$ cat src/rtl/ravan_mem_reader.sv
// ravan_mem_reader: burst reader from encrypted-data memory into a 2-entry FIFO feeding the decryption core.
// Optional macro RAVAN_RD_TIMEOUT_EN adds a consumer-stall timeout that sets sticky err and aborts the burst.
module ravan_mem_reader #(
  parameter int MEM_LAT = 1,
  parameter int TIMEOUT = 255
) (
  input  logic        clk,
  input  logic        rst,
  input  logic        start,
  input  logic        abort,
  input  logic [15:0] base_addr,
  input  logic [15:0] len,
  output logic        mem_rd_en,
  output logic [15:0] mem_addr,
  input  logic [63:0] mem_rdata,
  output logic [63:0] dout,
  output logic        dout_valid,
  input  logic        dout_ready,
  output logic        busy,
  output logic        done,
  output logic        err
);
  typedef enum logic [1:0] {IDLE, RUN, DRAIN} state_t;
  state_t             state;
  logic [15:0]        addr;
  logic [15:0]        remain;
  logic [MEM_LAT-1:0] pipe;
  logic [63:0]        fifo [2];
  logic               wp;
  logic               rp;
  logic [1:0]         count;
  logic [2:0]         inflight;
  logic               pop;
  logic               push;
  logic               issue;
  logic               kill;
  logic               tmo;

  always_comb begin
    inflight = '0;
    for (int i = 0; i < MEM_LAT; i++) inflight = inflight + {2'b0, pipe[i]};
  end

  assign dout_valid = count != 2'd0;
  assign dout       = fifo[rp];
  assign pop        = dout_valid && dout_ready;
  assign kill       = (abort || tmo) && state != IDLE;
  assign push       = pipe[MEM_LAT-1] && !kill;
  // A word leaving the FIFO this cycle frees its slot, which is what sustains one word per cycle at MEM_LAT=1.
  assign issue      = state == RUN && !kill && ({1'b0, count} + inflight - {2'b0, pop}) < 3'd2;
  assign mem_rd_en  = issue;
  assign mem_addr   = addr;
  assign busy       = state != IDLE;

  always_ff @(posedge clk or negedge rst) begin
    if (!rst) begin
      state   <= IDLE;
      addr    <= '0;
      remain  <= '0;
      pipe    <= '0;
      fifo[0] <= '0;
      fifo[1] <= '0;
      wp      <= 1'b0;
      rp      <= 1'b0;
      count   <= 2'd0;
      done    <= 1'b0;
    end else begin
      done    <= 1'b0;
      pipe[0] <= issue;
      for (int i = 1; i < MEM_LAT; i++) pipe[i] <= pipe[i-1] && !kill;
      if (push) begin
        fifo[wp] <= mem_rdata;
        wp       <= !wp;
      end
      if (pop) rp <= !rp;
      count <= kill ? 2'd0 : count + {1'b0, push} - {1'b0, pop};
      if (kill) begin
        wp <= 1'b0;
        rp <= 1'b0;
      end
      if (issue) begin
        addr   <= addr + 16'd1;
        remain <= remain - 16'd1;
      end
      case (state)
        IDLE: if (start) begin
          if (len != 16'd0) begin
            state  <= RUN;
            addr   <= base_addr;
            remain <= len;
          end else done <= 1'b1;
        end
        RUN: if (kill) state <= IDLE;
        else if (issue && remain == 16'd1) state <= DRAIN;
        DRAIN: if (kill) state <= IDLE;
        else if (pop && count == 2'd1 && inflight == 3'd0) begin
          state <= IDLE;
          done  <= 1'b1;
        end
        default: state <= IDLE;
      endcase
    end
  end

`ifdef RAVAN_RD_TIMEOUT_EN
  logic [31:0] stall_cnt;
  logic        err_q;
  assign tmo = dout_valid && !dout_ready && stall_cnt == 32'(TIMEOUT - 1);
  assign err = err_q;
  always_ff @(posedge clk or negedge rst) begin
    if (!rst) begin
      stall_cnt <= '0;
      err_q     <= 1'b0;
    end else begin
      stall_cnt <= (dout_valid && !dout_ready && !kill) ? stall_cnt + 32'd1 : '0;
      if (kill && tmo) err_q <= 1'b1;
      else if (state == IDLE && start) err_q <= 1'b0;
    end
  end
`else
  assign tmo = 1'b0;
  assign err = 1'b0;
`endif
endmodule

$ cat config.mk
export PLATFORM = sky130hd
export DESIGN_NAME = ravan_mem_reader
export DESIGN_NICKNAME = d
export VERILOG_FILES = /design/src/rtl/ravan_mem_reader.sv
export SDC_FILE = /design/constraint.sdc
export NUM_CORES = 1
export LEC_CHECK = 0
export BUFFER_PORTS_ARGS = -buffer_cell sky130_fd_sc_hd__buf_2
export CAP_MARGIN = 0
export CELL_PAD_IN_SITES_DETAIL_PLACEMENT = 0
export CELL_PAD_IN_SITES_GLOBAL_PLACEMENT = 1
export CORE_UTILIZATION = 48
export CTS_BUF_LIST = sky130_fd_sc_hd__clkbuf_8
export DETAILED_ROUTE_END_ITERATION = 7
export PLACE_DENSITY_LB_ADDON = 0.1
export SLEW_MARGIN = 10
export SYNTH_ARGS = -nofsm -noshare
export SYNTH_HDL_FRONTEND = slang
export SYNTH_SLANG_ARGS = --single-unit
$ cat constraint.sdc
create_clock -name clk -period 5.3 [get_ports clk]
set_clock_uncertainty 0.15 [all_clocks]
set_input_delay 0.265 -clock clk [delete_from_list [all_inputs] [get_ports clk]]
set_output_delay 0.265 -clock clk [all_outputs]
set_load 0.005 [all_outputs]
==> After elaboration in Yosys (flattened, before gate mapping) <==
Cells that the tools add are included.
{ "word_totals": {"register_bits": 168, "in_bits": 101} }
{ "op_classes": {"n_addsub": 6, "order_cmp": 4, "n_eq_ne": 8, "n_mux": 31, "bitwise": 2, "reduce_logical": 20} }
{ "ops": {"columns": ["op", "count"], "rows": [
  ["two-way mux 64 bit", 4],
  ["bitwise mux 128 bit", 1],
  ["two-way mux 16 bit", 8],
  ["demux 64 bit (select 1 bit)", 1],
  ["adder 16 x 1 -> 16 bit, second input constant", 1],
  ["== test 16 x 1 -> 1 bit, second input constant", 1],
  ["nonzero test 16 bit", 1],
  ["subtractor 16 x 1 -> 16 bit, second input constant", 1],
  ["two-way mux 2 bit", 7],
  ["logical AND 1 bit", 9],
  ["two-way mux 1 bit", 8],
  ["nonzero test 2 bit", 4],
  ["case mux 2 bit (3 select lines)", 1],
  ["== test 2 x 1 -> 1 bit, second input constant", 2],
  ["greater-or-equal comparator 2 bit, second input constant", 2],
  ["inequality test 2 bit, second input constant", 2],
  ["inverter 1 -> 2 bit", 2],
  ["AND reduction 4 bit", 1],
  ["adder 2 x 1 -> 3 bit", 1],
  ["logical NOT 1 bit", 3],
  ["logical NOT 3 bit", 1],
  ["less-than comparator 3 x 2 -> 1 bit, second input constant", 1],
  ["inequality test 3 x 2 -> 1 bit, second input constant", 1],
  ["inequality test 3 bit, second input constant", 1],
  ["other kinds (7)", 7]
]} }

==> Longest topological paths before layout <==
Gate-level depths: netlist of run 1.
{ "logic_depth": {"word_depth": 9, "ltp_mapped": 10, "ltp_nobuf": 8} }

==> Least setup slack after synthesis of run 1 <==
Ideal clock, no wire load.
{ "synth_path": {"kind": "register -> register", "startpoint": "reg count[1]", "endpoint": "reg remain[10]", "setup_time_ns": 0.082, "t_arrival_ns": 2.427, "path_slack_ns": 2.641, "path_stages_with_launch": 11, "path_cell_list": "dfrtp_1 buf_6 nand2_1 nor2_1 o21ai_0 fa_1 and4bb_1 buf_4 nand4_2 or3_2 a31oi_1"} }
{ "synth_between": {"elab_chain_len": 9} }
{ "synth_rtl": {"columns": ["element", "line_no", "rtl"], "rows": [
  ["from (decl)", "31", "logic [1:0] count;"],
  ["from (signal assigned)", "76", "count <= kill ? 2'd0 : count + {1'b0, push} - {1'b0, pop};"],
  ["parallel branches: the longest is 2 deep, another holds adder 2 x 1 -> 3 bit", null, null],
  ["subtractor 3 x 1 -> 3 bit (*)", "50", "assign issue = state == RUN && !kill && ({1'b0, count} + inflight - {2'b0, pop}) < 3'd2;"],
  ["less-than comparator 3 x 2 -> 1 bit (*)", "50", null],
  ["logical AND 1 bit (*)", "50", null],
  ["two-way mux 16 bit (*)", "81", "if (issue) begin"],
  ["two-way mux 16 bit", "87", "if (len != 16'd0) begin"],
  ["two-way mux 16 bit", "86", "IDLE: if (start) begin"],
  ["two-way mux 16 bit (*)", "85", "case (state)"],
  ["to (signal assigned)", "83", "remain <= remain - 16'd1;"],
  ["to (signal assigned)", "90", "remain <= len;"],
  ["to (decl)", "26", "logic [15:0] remain;"]
]} }
Every way passes the cells marked *.
A chain may end at the register's enable or synchronous reset.

==> Worst setup path after layout of run 1 <==
{ "layout_path": {"startpoint": "reg count[1]", "endpoint": "reg addr[12] (netlist: mem_addr[12])"} }
{ "layout_between": {"elab_chain_len": 9} }
{ "layout_rtl": {"columns": ["element", "line_no", "rtl"], "rows": [
  ["parallel branches: the longest is 2 deep, another holds adder 2 x 1 -> 3 bit", null, null],
  ["subtractor 3 x 1 -> 3 bit (*)", "50", null],
  ["less-than comparator 3 x 2 -> 1 bit (*)", "50", null],
  ["logical AND 1 bit (*)", "50", null],
  ["two-way mux 16 bit (*)", "81", null],
  ["two-way mux 16 bit", "87", null],
  ["two-way mux 16 bit", "86", null],
  ["two-way mux 16 bit (*)", "85", null],
  ["to (signal assigned)", "82", "addr <= addr + 16'd1;"],
  ["to (signal assigned)", "89", "addr <= base_addr;"],
  ["to (decl)", "25", "logic [15:0] addr;"]
]} }
Marks and branches as above.

==> results of run 1 <==
-- final cells by class --
cell class,count,area [um2]
Clock buffer,18,248
Sequential cell,168,4210
Inverter,8,30.0
Timing Repair Buffer,285,1930
Fill cell,1266,5600
Clock inverter,14,189
Tap cell,216,270
Multi-Input combinational cell,387,3530
-- stage by stage --
stage | hold WS, ps | cell area (um2)
6_report | 33.2 | 10400
4_1_cts | 2.51 | 10400
5_1_grt | 5.03 | 10400
3_5_place_dp | 301 | 9000
3_3_place_gp | 285 | 9000
2_1_floorplan | -181 | 7930
-- critical path, delay by kind of cell (launching register included) --
family / cells / cell delay [ps]
and+or+nand+nor: 4 / 1270
DFF: 1 / 520
AOI/OAI and AO/OA: 2 / 340
adders and majority gates: 1 / 440
xor gates and xnor gates: 1 / 880
-- what timing repair did --
action                                 in CTS  in global routing
setup endpoints to repair                   0                  0
buffers inserted                            0                  0
endpoints found under the hold margin     262                  0
hold buffers                               96                  0
-- cells in the final DEF (no fill, tap or decap), types with 10 or more instances in the layout --
master / synthesis / final
xnor2_1: 19 / 19
nand2_1: 10 / 10
a21oi_1: 11 / 11
a31oi_1: 10 / 10
dlygate4sd3_1: 0 / 96
nor3_1: 26 / 26
buf_2: 17 / 183
dfrtp_1: 168 / 167
clkbuf_8: 0 / 18
mux2_2: 201 / 201
-- power groups by stage --
stage / logic [mW] / registers (mW) / clock network, mW
after floorplan: 1.34 / 2.04 / 0
after global placement: 1.89 / 2.12 / 0
after detailed placement: 1.94 / 2.17 / 0
after CTS: 2.01 / 2.14 / 1.02
after global routing: 2.17 / 2.22 / 1.07
final: 1.98 / 2.14 / 0.983
-- final timing paths --
kind | start | to | slack [ps]
min in group asynchronous | rst | fifo[80] | 350
worst min-delay path | len[15] | remain[15] | 30
worst max-delay path | count[1] | mem_addr[12] | 1590
worst min register to register | fifo[96] | fifo[96] | 350
worst max register to register | count[1] | mem_addr[12] | 1590
max in group asynchronous | rst | fifo[47] | 3250
-- flip-flops by register name (all words and copies together) (netlist names), 2 cells and up --
register	cells
state	2
remain	16
count	2
mem_addr	16
fifo	128
-- per-layer routing --
metal	up-vias	routed length, um	global-route usage [%]
li1	2723	-	-
met1	2914	8060	28.4
met2	158	9130	37.9
met3	17	841	4.72
met4	0	220	7.03
met5	-	0	0
-- logic make-up after synthesis --
kind of cell             count (synthesis)  share of synthesized area (%)
AO/OA/AOI/OAI                           44                           3.53
multiplexers                           203                           28.8
flip-flops                             168                           53.0
adder cells (fa/ha/maj)                  6                           1.04
buffers and inverters                   42                           2.59
AND/OR/NAND/NOR                        111                           8.54
other                                    1                         0.0473
XOR/XNOR                                22                           2.43
==> flow_summary.ini, run 1 <==
[floorplan]
chipWidth_um = 131
start_util_pct = 49.6
core_mm2 = 0.0160
io_pins = 186
rows = 46
die_h_um = 131
dieArea_mm2 = 0.0170

[routing]
first_pass_iters = 4
antenna_left = 0
initialDrtViolationCount = 224
num_vias = 5812
vias_per_cell = 5.30
wire_per_inst_um = 16.6
drt_wl_total_um = 18200
drc = 0

[synthesis]
synth_seq_cells = 168
synthArstFlopShare_pct = 100
syn_inst = 597
syn_area_mm2 = 0.00793
synth_top_area_share_pct = 53.0
ys_seq_area_share_pct = 53.0
yosysUniqueCellTypes = 52
synth_area_leaders = dfrtp_1 53%, mux2_2 29%, xnor2_1 2.1%, nor3_1 1.6%, buf_2 1.1%
synth_area_leader_cell = dfrtp_1
post-synth-top-count-cell = mux2_2
ys.flop_type = dfrtp_1
synth_nets = 704
synth_edf_count = 0
synth_common_cells = 201 x mux2_2, 168 x dfrtp_1, 26 x nor3_1, 19 x xnor2_1, 17 x buf_2
syn_area_per_cell_um2 = 13.3
synth_warnings = 0

[layout]
layout.cells.non_filler = 1096
drive_gt1_share_pct = 49.2
syn_to_final_growth_pct = 31.2
nNetsFinal = 974
final_util_pct = 65.0
antenna_cells = 0

[grt]
antenna_found_initial = 0
grt_pass1_wl_um = 29500
grt_overflow = 0
grt_usage_pct = 22.2
grt_max_degree = 104
grt_pass1_vias = 6115

[clock_network]
clock_path_buffers = 2
root_buffer = clkbuf_8
htreeDepth = 4
cts_tree = yes
cts_num_sinks = 168
clock_latency_ps = 440
post_cts_resized = 0
cts_buffers = 17
clkSlewWorstSetupHoldPaths_ps = 90

[sta]
rsz0062_at_grt = false
finalCritPeriodShare_pct = 69.9
setup_viol = 0
max_clock_freq_mhz = 270
drv_slew = 0
fin_crit_ps = 3710
slew-limit-headroom_pct = 18.9
worst_pin_slew_ps = 1220
setup_tns_ps = 0
hold_viol_final = 0
setup_ws_ps = 1590

[pwr]
power_mw = 5.11
power_per_cell_area_mw_per_mm2 = 491
ir_worst_vdd_mv = 0.247
p_clk_share_pct = 19.3
switching_power_mw = 1.64
power_frac_comb_pct = 38.8
cellLeakagePower_nw = 4.78
internal_power_mw = 3.47
sw_frac_of_total_pct = 32.1
seqPwrFrac_pct = 41.9

[placement]
io_buffers = 184
dp_slack_ps = 1710
dp.cells = 968
gp_congestion = 0.823
hpwlAfterDp_um = 11800

[run_status]
status = completed

[critical_path]
reg2reg_depth = 8
endpoint_kind = register
slowest_delay_ps = 880
crit_type = register to register
arrival_ps = 3910
slowest_stage = xnor2_1
crit_required_ps = 5510
path_cells = nand2_1 -> nor2_1 -> o21ai_0 -> fa_1 -> xnor2_1 -> nand4_1 -> or4_1 -> a31oi_1
path_max_fanout = 12
crit_path_start_kind = register

[worst_hold_path]
worstHoldPathType = primary input to register
hold_depth = 3

[run]
cap_violations = 0
No activity file was read; power rests on OpenSTA's default activity.
==> inputs of run 2 (changes only) <==
- ABC_AREA: unset -> 1
- CORE_UTILIZATION: 48 -> 41
- clock period: 5.3 -> 3.68 ns (I/O delays scaled with it)
==> flow_summary.ini, run 2 <==
[routing]
wl_met3_um = 807
drt_wl_total_um = 21000
drc = 0
initialDrtViolationCount = 397
first_pass_iters = 5
wire_per_inst_um = 12.8
met2_length_um = 9650
num_vias = 7536
antenna_left = 0
vias_per_cell = 4.60
wl_met1_um = 10400
top_layer_used = met4

[placement]
placed_area_mm2 = 0.00959
hpwlAfterDp_um = 13500
io_buffers = 184
gp_congestion = 0.782

[synthesis]
syn_area_mm2 = 0.00850
synth_area_leader_cell = dfrtp_1
synth_adder_area_share_pct = 0.971
ys.flop_type = dfrtp_1
synth_area_leaders = dfrtp_1 49%, nand2_1 19%, o21ai_2 5.7%, inv_1 5.3%, o21ai_0 4.5%
synth.mux.area_fraction_pct = 0
synth_warnings = 0
synth_seq_cells = 168
post-synth-top-count-cell = nand2_1
synth_top_family_by_area = simple AND/OR/NAND/NOR gates
synth_top_area_share_pct = 49.4
syn_area_per_cell_um2 = 7.79
synth_nets = 1198
syn_inst = 1091
yosys.area_share.simple_pct = 27.0
synthArstFlopShare_pct = 100
yosysUniqueCellTypes = 34
synth_edf_count = 0
synth_common_cells = 437 x nand2_1, 168 x dfrtp_1, 120 x inv_1, 76 x o21ai_0, 55 x o21ai_2
synth_compound_area_share_pct = 12.0
synth_xor_area_share_pct = 1.13
ys_seq_area_share_pct = 49.4

[pwr]
switching_power_mw = 3.17
internal_power_mw = 4.60
sw_frac_of_total_pct = 40.8
power_frac_comb_pct = 42.7
ir_worst_vdd_mv = 0.278
p_clk_share_pct = 17.2
cellLeakagePower_nw = 5.97
power_per_cell_area_mw_per_mm2 = 707
seqPwrFrac_pct = 40.1
power_mw = 7.77

[sta]
setup_viol = 0
holdWs_ps = 204
hold_viol_final = 0
rsz0062_at_grt = false
slew-limit-headroom_pct = 36.1
max_clock_freq_mhz = 330
worst_pin_slew_ps = 959
fin_crit_ps = 3030
drv_slew = 0
finalCritPeriodShare_pct = 82.4
setup_tns_ps = 0

[clock_network]
cts_tree = yes
clock_latency_ps = 450
ctsHoldBuffers = 101
post_cts_resized = 0
cts_num_sinks = 168
cts_setup_buffers = 0
clkSlewWorstSetupHoldPaths_ps = 100
clock_path_buffers = 2
root_buffer = clkbuf_8
cts_buffers = 17
htreeDepth = 4

[critical_path]
path_cells = inv_2 -> nand2_1 -> nand2_1 -> inv_1 -> nand2_1 -> o21ai_0 -> nand2_1 -> fa_1 -> nand3_1 -> nor2_4 -> buf_4 -> buf_2
arrival_ps = 2700
slowest_delay_ps = 490
crit_path_frequent_cell = nand2_1
path_max_fanout = 17
crit_type = register to output pin
endpoint_kind = output pin
slowest_stage = fa_1
crit_required_ps = 3350
crit_path_start_kind = register

[floorplan]
start_util_pct = 41.9
io_pins = 186
die_h_um = 146
rows = 52
chipWidth_um = 146
core_mm2 = 0.0203
dieArea_mm2 = 0.0213

[layout]
final_util_pct = 54.1
antenna_cells = 0
final_cell_mix = 437 x nand2_1, 183 x buf_2, 167 x dfrtp_1
drive_gt1_share_pct = 22.2
top_register = fifo
syn_to_final_growth_pct = 29.3
largest_register_ffs = 128
final_common_cell = nand2_1
nNetsFinal = 1463
post-route-cell-area_mm2 = 0.0110

[grt]
grt_max_degree = 90
grt_usage_pct = 20.7
grt_overflow = 0
grt_pass1_wl_um = 35800
antenna_found_initial = 0
grt_pass1_vias = 7300

[worst_hold_path]
worstHoldPathType = primary input to async pin

[run]
cap_violations = 0

[run_status]
status = completed
==> run 2: changes by cell type after synthesis, moves of 35 or more <==
cell | previous run | this run
o21ai_0 | 9 | 76
nor2_1 | 9 | 51
nand2_1 | 10 | 437
inv_1 | 8 | 120
o21ai_2 | 0 | 55
nand3_1 | 9 | 44
mux2_2 | 201 | 0
==> run 2: final cells by class <==
cell class | instances | area (um2)
clock buffers | 18 | 248
clock inverters | 12 | 140
inverters | 123 | 464
fillers | 2020 | 9310
flip-flops and latches | 168 | 4210
repair buffers | 301 | 2080
well taps | 270 | 338
multi-input cells | 745 | 3510
==> run 2: cell families (layout without fill, tap and decap cells) <==
group,after synthesis,after routing
xor+xnor,11,11
fa+ha+maj,6,6
buf+inv,178,454
compound gates,159,159
other cells,1,1
simple gates,568,568
flops,168,168
==> run 2: final timing paths <==
path	to	start	depth (start not counted)	slack [ps]
max	mem_rd_en	count[1]	12	650
min	fifo[12]	rst	2	200
max reg2reg	mem_addr[3]	count[1]	16	870
min reg2reg	fifo[84]	fifo[84]	2	340
max in group asynchronous	fifo[24]	rst	3	2310
min in group clk	fifo[84]	fifo[84]	2	340
==> run 2: stage by stage <==
step	instances	setup slack (ps)
finish	1637	648
global route	1637	439
CTS	1637	597
detailed placement	1506	888
global placement	1506	946
floorplan	1091	1340
==> run 2: critical path: cells and delay by family (launching register included) <==
| family | cells | cell delay [ps] |
|---|---|---|
| buf+inv | 4 | 480 |
| fa+ha+maj | 1 | 490 |
| simple gates | 6 | 770 |
| compound gates | 1 | 70 |
| flops | 1 | 440 |
==> run 2: power groups by stage <==
stage | registers (mW) | clock network [mW] | logic (mW)
2_1_floorplan | 3.02 | 0 | 2.29
3_3_place_gp | 3.14 | 0 | 3.23
3_5_place_dp | 3.15 | 0 | 3.28
4_1_cts | 3.11 | 1.38 | 3.37
5_1_grt | 3.23 | 1.46 | 3.83
6_report | 3.11 | 1.34 | 3.31
==> run 2: layer usage <==
metal,vias to the layer above,track usage (%)
met5,-,0
met4,0,4.53
met3,11,3.69
met2,167,33.0
met1,3439,29.6
li1,3919,-
==> inputs of run 3 (changes only) <==
- ABC_AREA: 1 -> 0
- CORE_UTILIZATION: 41 -> 45
- clock period: 3.68 -> 3 ns (I/O delays scaled with it)
==> flow_summary.ini, run 3 (synthesis results as in run 1) <==
[sta]
max_clock_freq_mhz = 359
holdWs_ps = 234
slew-limit-headroom_pct = 37.1
finalCritPeriodShare_pct = 92.8
fin_crit_ps = 2780
worst_pin_slew_ps = 944
rsz0062_at_grt = false
setup_viol = 0
hold_viol_final = 0
drv_slew = 0
setup_ws_ps = 217
setup_tns_ps = 0

[routing]
drt_wl_total_um = 18200
antenna_left = 0
first_pass_iters = 4
vias_per_cell = 5.15
num_vias = 5743
drc = 0
wire_per_inst_um = 16.4
initialDrtViolationCount = 234

[layout]
multi_input_area_mm2 = 0.00354
fillers = 1415
largest_register_ffs = 128
final_cell_mix = 201 x mux2_2, 183 x buf_2, 167 x dfrtp_1
nNetsFinal = 986
antenna_cells = 0
regArea_mm2 = 0.00421
top_register = fifo
final_common_cell = mux2_2
drive_gt1_share_pct = 49.5
syn_to_final_growth_pct = 32.6

[clock_network]
root_buffer = clkbuf_8
cts_buffers = 17
clkSlewWorstSetupHoldPaths_ps = 80
clock_path_buffers = 2
htreeDepth = 4
cts_tree = yes
clock_latency_ps = 450
cts_num_sinks = 168

[run]
cap_violations = 0

[critical_path]
path_max_fanout = 6
crit_path_start_kind = register
r2r-end = remain[11]
crit_required_ps = 2700
rrSetupSlack_ps = 240
critPathLaunch = count[0]
arrival_ps = 2480
reg2reg_depth = 7
r2r_start = count[0]
crit_type = register to output pin
endpoint_kind = output pin

[grt]
grt_pass1_wl_um = 30100
grt_pass1_vias = 6137
grt_max_degree = 98
grt_usage_pct = 21.0
antenna_found_initial = 0
grt_overflow = 0

[placement]
gp_congestion = 0.842
io_buffers = 184
dp_slack_ps = 164
hpwlAfterDp_um = 12200

[pwr]
power_per_cell_area_mw_per_mm2 = 852
cellLeakagePower_nw = 4.84
ir_worst_vdd_mv = 0.337

[floorplan]
io_pins = 186
start_util_pct = 46.0
chipWidth_um = 135
dieArea_mm2 = 0.0182
core_mm2 = 0.0172
rows = 48
die_h_um = 135

[run_status]
status = completed

[worst_hold_path]
worstHoldPathType = primary input to async pin
-- run 3: repair_timing --
action	4_1_cts	5_1_grt
endpoints found under the hold margin	260	0
setup endpoints to repair	0	7
hold buffers	101	0
gates resized for setup	0	3
buffers inserted	0	0
-- run 3: metal layers --
layer / GRT usage [%] / part of all wire (%) / vias to the layer above
li1: - / - / 2753
met2: 35.6 / 50 / 146
met5: 0 / 0 / -
met1: 27.0 / 45 / 2831
met4: 6.37 / 0.89 / 0
met3: 4.50 / 4.6 / 13
-- run 3: per-stage QoR --
stage | std cells | instance area (um2) | utilization [%] | power, mW
floorplan | 597 | 7930 | - | 5.97
global placement | 984 | 9100 | 52.8 | 7.14
detailed placement | 984 | 9100 | 52.8 | 7.33
CTS | 1116 | 10500 | 61.0 | 9.07
global route | 1116 | 10500 | 61.0 | 9.59
finish | 1116 | 10500 | 61.0 | 8.96
-- run 3: layout make-up --
class,instances,share of cell area (%)
inverters,8,0.286
well taps,225,2.68
flip-flops and latches,168,40.0
multi-input cells,387,33.7
repair buffers,297,19.6
clock inverters,11,1.14
clock buffers,20,2.62
-- run 3: worst max-delay path: stages, from the launching register on --
cell and delay (ps):
dfrtp_1 420, nor2_2 150, o21ai_0 120, fa_1 540, nand4bb_1 320, nor2_4 320
buf_2 170
-- run 3: worst max path at each step --
stage                            end  slack [ps]  cells past startpoint
after floorplan           remain[10]         340                     10
after global placement    remain[10]         200                      8
after detailed placement  remain[11]         160                      7
after CTS                  mem_rd_en          40                      6
after global routing       mem_rd_en          10                      6
final                      mem_rd_en         220                      6
-- run 3: power breakdown --
group	internal, mW	leakage (nW)	switching, mW	total [mW]
clock	0.803	0.203	0.807	1.61
sequential	3.18	2.06	0.540	3.72
combinational	2.13	2.58	1.49	3.63
total	6.12	4.84	2.84	8.96
